$ cat src/rtl/jt49_pkg.sv
// Shared PSG definitions: envelope register addresses and shape bit positions.
package jt49_pkg;

  localparam logic [3:0] JT49_ENV_PER_LO = 4'hB;
  localparam logic [3:0] JT49_ENV_PER_HI = 4'hC;
  localparam logic [3:0] JT49_ENV_SHAPE  = 4'hD;

  // Bit positions inside the 4-bit envelope shape value {CONT,ATT,ALT,HOLD}
  localparam int CONT = 3;
  localparam int ATT  = 2;
  localparam int ALT  = 1;
  localparam int HOLD = 0;

  localparam int JT49_ENV_PRESCALE = 16;

endpackage

$ cat src/rtl/jt49_env_div.sv
// Envelope timebase: cen prescaler feeding a 16-bit period counter that emits a one-cen-wide step.
module jt49_env_div
  import jt49_pkg::*;
#(
  parameter int PRESCALE = JT49_ENV_PRESCALE
) (
  input  logic        clk,
  input  logic        rst_n,
  input  logic        cen,
  input  logic [15:0] per,
  input  logic        clr,
  output logic        step
);

  localparam int PW = (PRESCALE > 2) ? $clog2(PRESCALE) : 1;

  logic [PW-1:0] pre_cnt;
  logic [15:0]   cnt;
  logic [16:0]   cnt_inc;
  logic          tick;

  assign tick    = cen && (pre_cnt == PW'(PRESCALE - 1));
  // Widened increment keeps the >= compare from wrapping at 0xFFFF
  assign cnt_inc = {1'b0, cnt} + 17'd1;

  always_ff @(posedge clk or negedge rst_n) begin
    if (!rst_n) begin
      pre_cnt <= '0;
      cnt     <= '0;
      step    <= 1'b0;
    end else if (clr) begin
      pre_cnt <= '0;
      cnt     <= '0;
      step    <= 1'b0;
    end else if (cen) begin
      pre_cnt <= tick ? '0 : pre_cnt + PW'(1);
      step    <= 1'b0;
      if (per == 16'd0) begin
        cnt <= '0;
      end else if (tick) begin
        // Compare against the current per so a lowered period expires at once
        if (cnt_inc >= {1'b0, per}) begin
          cnt  <= '0;
          step <= 1'b1;
        end else begin
          cnt <= cnt_inc[15:0];
        end
      end
    end
  end

endmodule

$ cat src/rtl/jt49_env_ctl.sv
// Envelope control front-end: period/shape registers, restart handshake, read mux, step timebase.
module jt49_env_ctl
  import jt49_pkg::*;
#(
  parameter int PRESCALE = JT49_ENV_PRESCALE
) (
  input  logic       clk,
  input  logic       rst_n,
  input  logic       cen,
  input  logic       wr,
  input  logic [3:0] addr,
  input  logic [7:0] din,
  output logic [7:0] dout,
  output logic       step,
  output logic       null_period,
  output logic       restart,
  output logic [3:0] ctrl
);

  logic [15:0] per;
  logic        shape_wr;

  assign shape_wr = wr && (addr == JT49_ENV_SHAPE);

  // restart handshake: set by a shape write, consumed by the next cen edge without a new write
  always_ff @(posedge clk or negedge rst_n) begin
    if (!rst_n) begin
      per     <= '0;
      ctrl    <= '0;
      restart <= 1'b0;
    end else begin
      if (wr) begin
        case (addr)
          JT49_ENV_PER_LO: per[7:0]  <= din;
          JT49_ENV_PER_HI: per[15:8] <= din;
          JT49_ENV_SHAPE:  ctrl      <= din[3:0];
          default: ;
        endcase
      end
      if (shape_wr) restart <= 1'b1;
      else if (cen) restart <= 1'b0;
    end
  end

  always_comb begin
    dout = 8'h00;
    case (addr)
      JT49_ENV_PER_LO: dout = per[7:0];
      JT49_ENV_PER_HI: dout = per[15:8];
      JT49_ENV_SHAPE:  dout = {4'h0, ctrl};
      default:         dout = 8'h00;
    endcase
  end

  assign null_period = (per == 16'd0);

  jt49_env_div #(
    .PRESCALE(PRESCALE)
  ) u_div (
    .clk  (clk),
    .rst_n(rst_n),
    .cen  (cen),
    .per  (per),
    .clr  (shape_wr),
    .step (step)
  );

endmodule
$ cat config.mk
export PLATFORM = sky130hd
export DESIGN_NAME = jt49_env_ctl
export DESIGN_NICKNAME = d
export VERILOG_FILES = /design/src/rtl/jt49_pkg.sv /design/src/rtl/jt49_env_div.sv /design/src/rtl/jt49_env_ctl.sv
export SDC_FILE = /design/constraint.sdc
export NUM_CORES = 1
export LEC_CHECK = 0
export ABC_AREA = 1
export BUFFER_PORTS_ARGS = -buffer_cell sky130_fd_sc_hd__buf_4
export CAP_MARGIN = 20
export CORE_MARGIN = 5
export CORE_UTILIZATION = 55
export CTS_BUF_LIST = sky130_fd_sc_hd__clkbuf_8
export DETAILED_ROUTE_END_ITERATION = 10
export HOLD_SLACK_MARGIN = 0.02
export PLACE_DENSITY_LB_ADDON = 0.25
export RECOVER_POWER = 100
export SLEW_MARGIN = 20
export SYNTH_ARGS = -nofsm -noshare
export SYNTH_HDL_FRONTEND = slang
export SYNTH_SLANG_ARGS = --single-unit
$ cat constraint.sdc
create_clock -name clk -period 2.2 [get_ports clk]
set_input_delay 0.11 -clock clk [delete_from_list [all_inputs] [get_ports clk]]
set_output_delay 0.11 -clock clk [all_outputs]
set_load 0.01 [all_outputs]
# After elaboration in Yosys (flattened, before gate mapping)
# Index checks and enable logic that the tools add are counted.
# totals
regBits	42
out_inout_bits	15
elab_cells	39
inputBits	16
# classes
n_mux	16
eq_ne	4
order_cmp	1
reduce_logical	9
n_addsub	2
# ops
cell	count
16-bit two-way mux	5
8-bit one-hot mux with 3 select lines	1
16-bit by 1-bit adder with 17-bit output, second input constant	1
17-bit by 16-bit >= comparator with 1-bit output	1
4-bit equality test, second input constant	4
16-bit logical NOT	1
4-bit two-way mux	3
2-bit AND reduction	4
1-bit two-way mux	7
4-bit by 1-bit adder with 4-bit output, second input constant	1
3-bit nonzero test	1
1-bit logical AND	2
2-bit nonzero test	1

# Longest topological paths before layout
# logic_depth
word_depth	7
depth_mapped	20
depth_no_buf	20

# Cells and area by module
# From an unflattened synthesis, not the netlist that was laid out.
# unflattened
hier_cells	457
area_unflattened_um2	3057.9
# modules_own_cells
module	n_inst	area_each_um2	seq_area_each_um2	cells_each
jt49_env_div	1	1923.1	525.5	299
jt49_env_ctl	1	1134.8	525.5	158

# Least setup slack after synthesis
# Ideal clock, no wire load.
# synth_timing
path_type	reg-to-reg
from	register u_div.cnt[0]
to	register u_div.cnt[0]
synth_period_minus_slack_ns	2.407
n_path_buf	1
arrival_ns	2.342
t_required_ns	2.135
path_stages_with_launch	20
setup_time_ns	0.065
slack_ns	-0.207
cell_sequence	dfrtp_1 ha_1 nand2_2 nor2_4 nand2_2 nor2_1 nand3_1 nand2_1 inv_1 ha_1 nand2_1 nor2_1 nand2_1 nor2_1 nor2_1 nand3_2 nor2_8 buf_12 nand3_2 nand2_1
# synth_via
elab_chain_cells	7
# synth_rtl
element	line	text
start, declared	jt49_env_div.sv:18	logic [15:0] cnt;
start signal, assigned	jt49_env_div.sv:46	cnt <= cnt_inc[15:0];
16-bit by 1-bit adder with 17-bit output *	jt49_env_div.sv:24	assign cnt_inc = {1'b0, cnt} + 17'd1;
17-bit by 16-bit >= comparator with 1-bit output	jt49_env_div.sv:42	if (cnt_inc >= {1'b0, per}) begin
16-bit two-way mux *	jt49_env_div.sv:42	
16-bit two-way mux *	jt49_env_div.sv:40	end else if (tick) begin
16-bit two-way mux *	jt49_env_div.sv:38	if (per == 16'd0) begin
16-bit two-way mux *	jt49_env_div.sv:35	end else if (cen) begin
16-bit two-way mux *	jt49_env_div.sv:31	end else if (clr) begin
# Every way passes the cells marked *; elsewhere a longest branch is shown, timed or not. The select of a mux whose other input is x is not followed.
# A chain may end at the register's enable or synchronous reset.

# Worst setup path in the final report
# layout_timing
from	register u_div.cnt[0]
to	register u_div.cnt[4]
# Same word-level chain as after synthesis.

==> results_dict.tcl <==
set metrics [dict create \
    power.net_switching_uw 868 \
    post-route-min-period_ns 2.55 \
    root_buffer "clkbuf_8" \
    critPathArrivalTime_ns 2.74 \
    p_clk_share_pct 23.5 \
    synth_xor_area_share_pct 1.17 \
    synth_compound_area_share_pct 8.47 \
    dr.first_iter.drc_count 202 \
    status "complete, but fails checks" \
    yosys.area_share.adder_pct 7.55 \
    ys_ff_latch 42 \
    synth_warnings 0 \
    overflow 0 \
    fp.dieArea_um2 7000 \
    dp_slack_ns -0.411 \
    num_rows 26 \
    cp-start-kind "flop" \
    finalClockSkew_ns 0.0162 \
    drv_slew 0 \
    ant_nets 0 \
    area_delta_synth_final_pct 34.8 \
    drt_pass1_iterations 5 \
    vias_per_cell 5.34 \
    clock-sinks 42 \
    switching_share_pct 37.6 \
    vias 3153 \
    synth_common_cells "125 x nand2_1, 71 x inv_1, 45 x nor2_1" \
    yosysUniqueCellTypes 35 \
    hold_class "input pin to flop" \
    max-cap-violations 0 \
    yosys.area_share.simple_pct 36.1 \
    maxSlewHeadroom_pct 28.0 \
    cts_buffer_depth 2 \
    ir_drop_mv 0.459 \
    grt_max_degree 43 \
    synth_top_area_cell "dfrtp_1" \
    post_drt_wl_per_cell_um 15.2 \
    syn_area_per_cell_um2 7.09 \
    worstSkewPairLatency_ns 0.31 \
    wl_um 8990 \
    pin_count 31 \
    synth_ff_type "dfrtp_1" \
    p_int_mw 1.44 \
    layout-drive-gt1-share_pct 30.1 \
    final_core_utilization_pct 77.3 \
    synth.top_cells.by_area "dfrtp_1 35%, nand2_1 16%, inv_1 8.9%, ha_1 7.5%, nor2_1 5.7%" \
    io_buffers 30 \
    critical_path_class "flop to flop" \
    setup_violations 17 \
    grtUsageTotal_pct 24.8 \
    drc 0 \
    synth_seq_area_share_pct 35.2 \
    n_antenna_cell 0 \
    combPwrFrac_pct 33.5 \
    synth_top_family_by_area "simple AND/OR/NAND/NOR gates" \
    synth.most_common_cell "nand2_1" \
    synth_fp_nets 455 \
    rsz0062_at_grt "yes" \
    place_congestion 0.866 \
    core-area_um2 5200 \
    antenna_found_initial 0 \
    initial_core_util_pct 57.3 \
    multiInputGateArea_um2 1760 \
    violations "setup timing" \
    syn_area_um2 2980 \
    synth_edf_count 0 \
    async_flop_share_pct 100 \
    fillers 364 \
    period_share_pct 116 \
    p_per_area_nw_per_um2 575 \
    power_frac_seq_pct 43.0 \
    placed_cell_area_um2 3600 \
    fin_nets 554 \
    critPathCaptureType "flop" \
    register_area_um2 1050 \
    grt_pass1_vias 3285 \
    htree_num_levels 2 \
    die_x_um 83.7 \
    worst_slack_ns -0.352 \
    die_y_um 83.7 \
    power_leakage_nw 2.21 \
    crit_fanout 6 \
    numCtsBuffers 5 \
    clkTransAtPathRegs_ns 0.10 \
    synth_mux_area_share_pct 0 \
    synth_cells 421 \
    postLayoutCellArea_um2 4020 \
    cts_tree "yes" \
    required_ns 2.39 \
    hold_viol_final 0 \
    grt_pass1_wl_um 14300 \
    dp_hpwl_um 5650 \
    worst_pin_slew_ns 1.08 \
    yosysTopAreaCellShare_pct 35.2 \
    max_freq_ghz 0.392 \
]
-- metal layers --
layer,GRT usage [%],share of wire (%)
met5,0,0
met4,11.0,4.0
met3,5.03,5.7
met2,42.7,50
met1,29.8,40
-- registers in the layout (all words and copies together) (netlist names) --
name	cells
ctrl	4
per	16
u_div.cnt	16
restart	1
u_div.step	1
u_div.pre_cnt	4
-- stage by stage --
stage	hold WS, ns	power (mW)	setup TNS, ns	std cells
floorplan	-0.186	1.41	-1.69	421
global placement	0.129	1.64	-5.24	559
detailed placement	0.134	1.67	-6.29	559
CTS	0.0430	2.26	-3.13	590
global route	0.0557	2.44	-7.24	591
finish	0.0437	2.31	-5.54	591
-- placed cells by master (no fill, tap or decap), types with 2 or more instances in the layout --
master    netlist  final
inv_1          71     68
nor3_1          1      2
ha_4            0      6
nand3_2        13     17
a21o_1          2      2
buf_12          1      2
nor2_1         45     37
nand3_1        23     19
o221ai_1        3      3
nand2_1       125    114
dfrtp_1        42     42
o22ai_1         4      4
xor2_1          3      2
or2_2           2      2
clkbuf_8        0      5
buf_4           0     76
ha_1           18     12
inv_2           6      9
nand4_1         7      7
o21ai_0        23     22
nand2_4         1      4
nor2_4          3      6
o21bai_1        2      2
a21oi_1         5      4
nand2_2         5     13
nor2_2          1      6
clkbuf_1        3     15
buf_6           1      2
-- path summary, 6_finish.rpt --
check,start,endpoint,slack (ns),depth (start not counted)
worst max-delay path,u_div.cnt[0],u_div.cnt[4],-0.35,19
worst min-delay path,cen,u_div.pre_cnt[0],0.04,2
worst max register to register,u_div.cnt[0],u_div.cnt[4],-0.35,19
worst min register to register,restart,restart,0.49,2
max in group asynchronous,rst_n,u_div.cnt[8],1.01,2
min in group asynchronous,rst_n,u_div.pre_cnt[2],0.52,2
-- cell type report --
| type | instances | area share [%] |
|---|---|---|
| multi-input cells | 295 | 43.9 |
| flip-flops and latches | 42 | 26.1 |
| repair buffers | 99 | 18.3 |
| inverters | 77 | 7.19 |
| well taps | 70 | 2.18 |
| clock buffers | 5 | 1.71 |
| clock inverters | 3 | 0.622 |
-- worst max-delay path: stages, from the launching register on --
cell and delay (ns):
dfrtp_1 0.44, ha_4 0.18, nand2_4 0.06, nor2_4 0.14, nand2_4 0.10, nor2_4 0.12, nand2_1 0.06, nand2_1 0.11
inv_1 0.09, ha_4 0.27, nand2_1 0.06, nor2_2 0.14, nand2_1 0.10, nor2_1 0.09, nor2_1 0.05, nand3_2 0.11
nor2_8 0.06, buf_12 0.13, nand3_1 0.06, nand2_1 0.06
-- power groups by stage --
stage / Combinational (mW) / Sequential [mW] / Clock (mW)
finish: 0.773 / 0.994 / 0.543
global route: 0.848 / 1.01 / 0.583
CTS: 0.726 / 0.980 / 0.551
detailed placement: 0.673 / 0.998 / 0
global placement: 0.647 / 0.991 / 0
floorplan: 0.421 / 0.991 / 0
-- repair_timing --
item                                    in CTS  in global routing
pin swaps                                    3                 12
setup buffers                               22                  0
gates resized for setup                     22                 20
hold endpoints to repair                    42                  0
gates cloned                                 0                  1
endpoints found under the setup margin      17                 17
hold buffers                                 1                  0
-- kinds of logic (layout without fill, tap and decap cells) --
group | after synthesis | count (layout)
adder cells (fa/ha/maj) | 18 | 18
flip-flops | 42 | 42
AND/OR/NAND/NOR | 230 | 230
buffers and inverters | 84 | 184
AO/OA/AOI/OAI | 43 | 43
XOR/XNOR | 4 | 4
(Power assumes the default switching activity.)
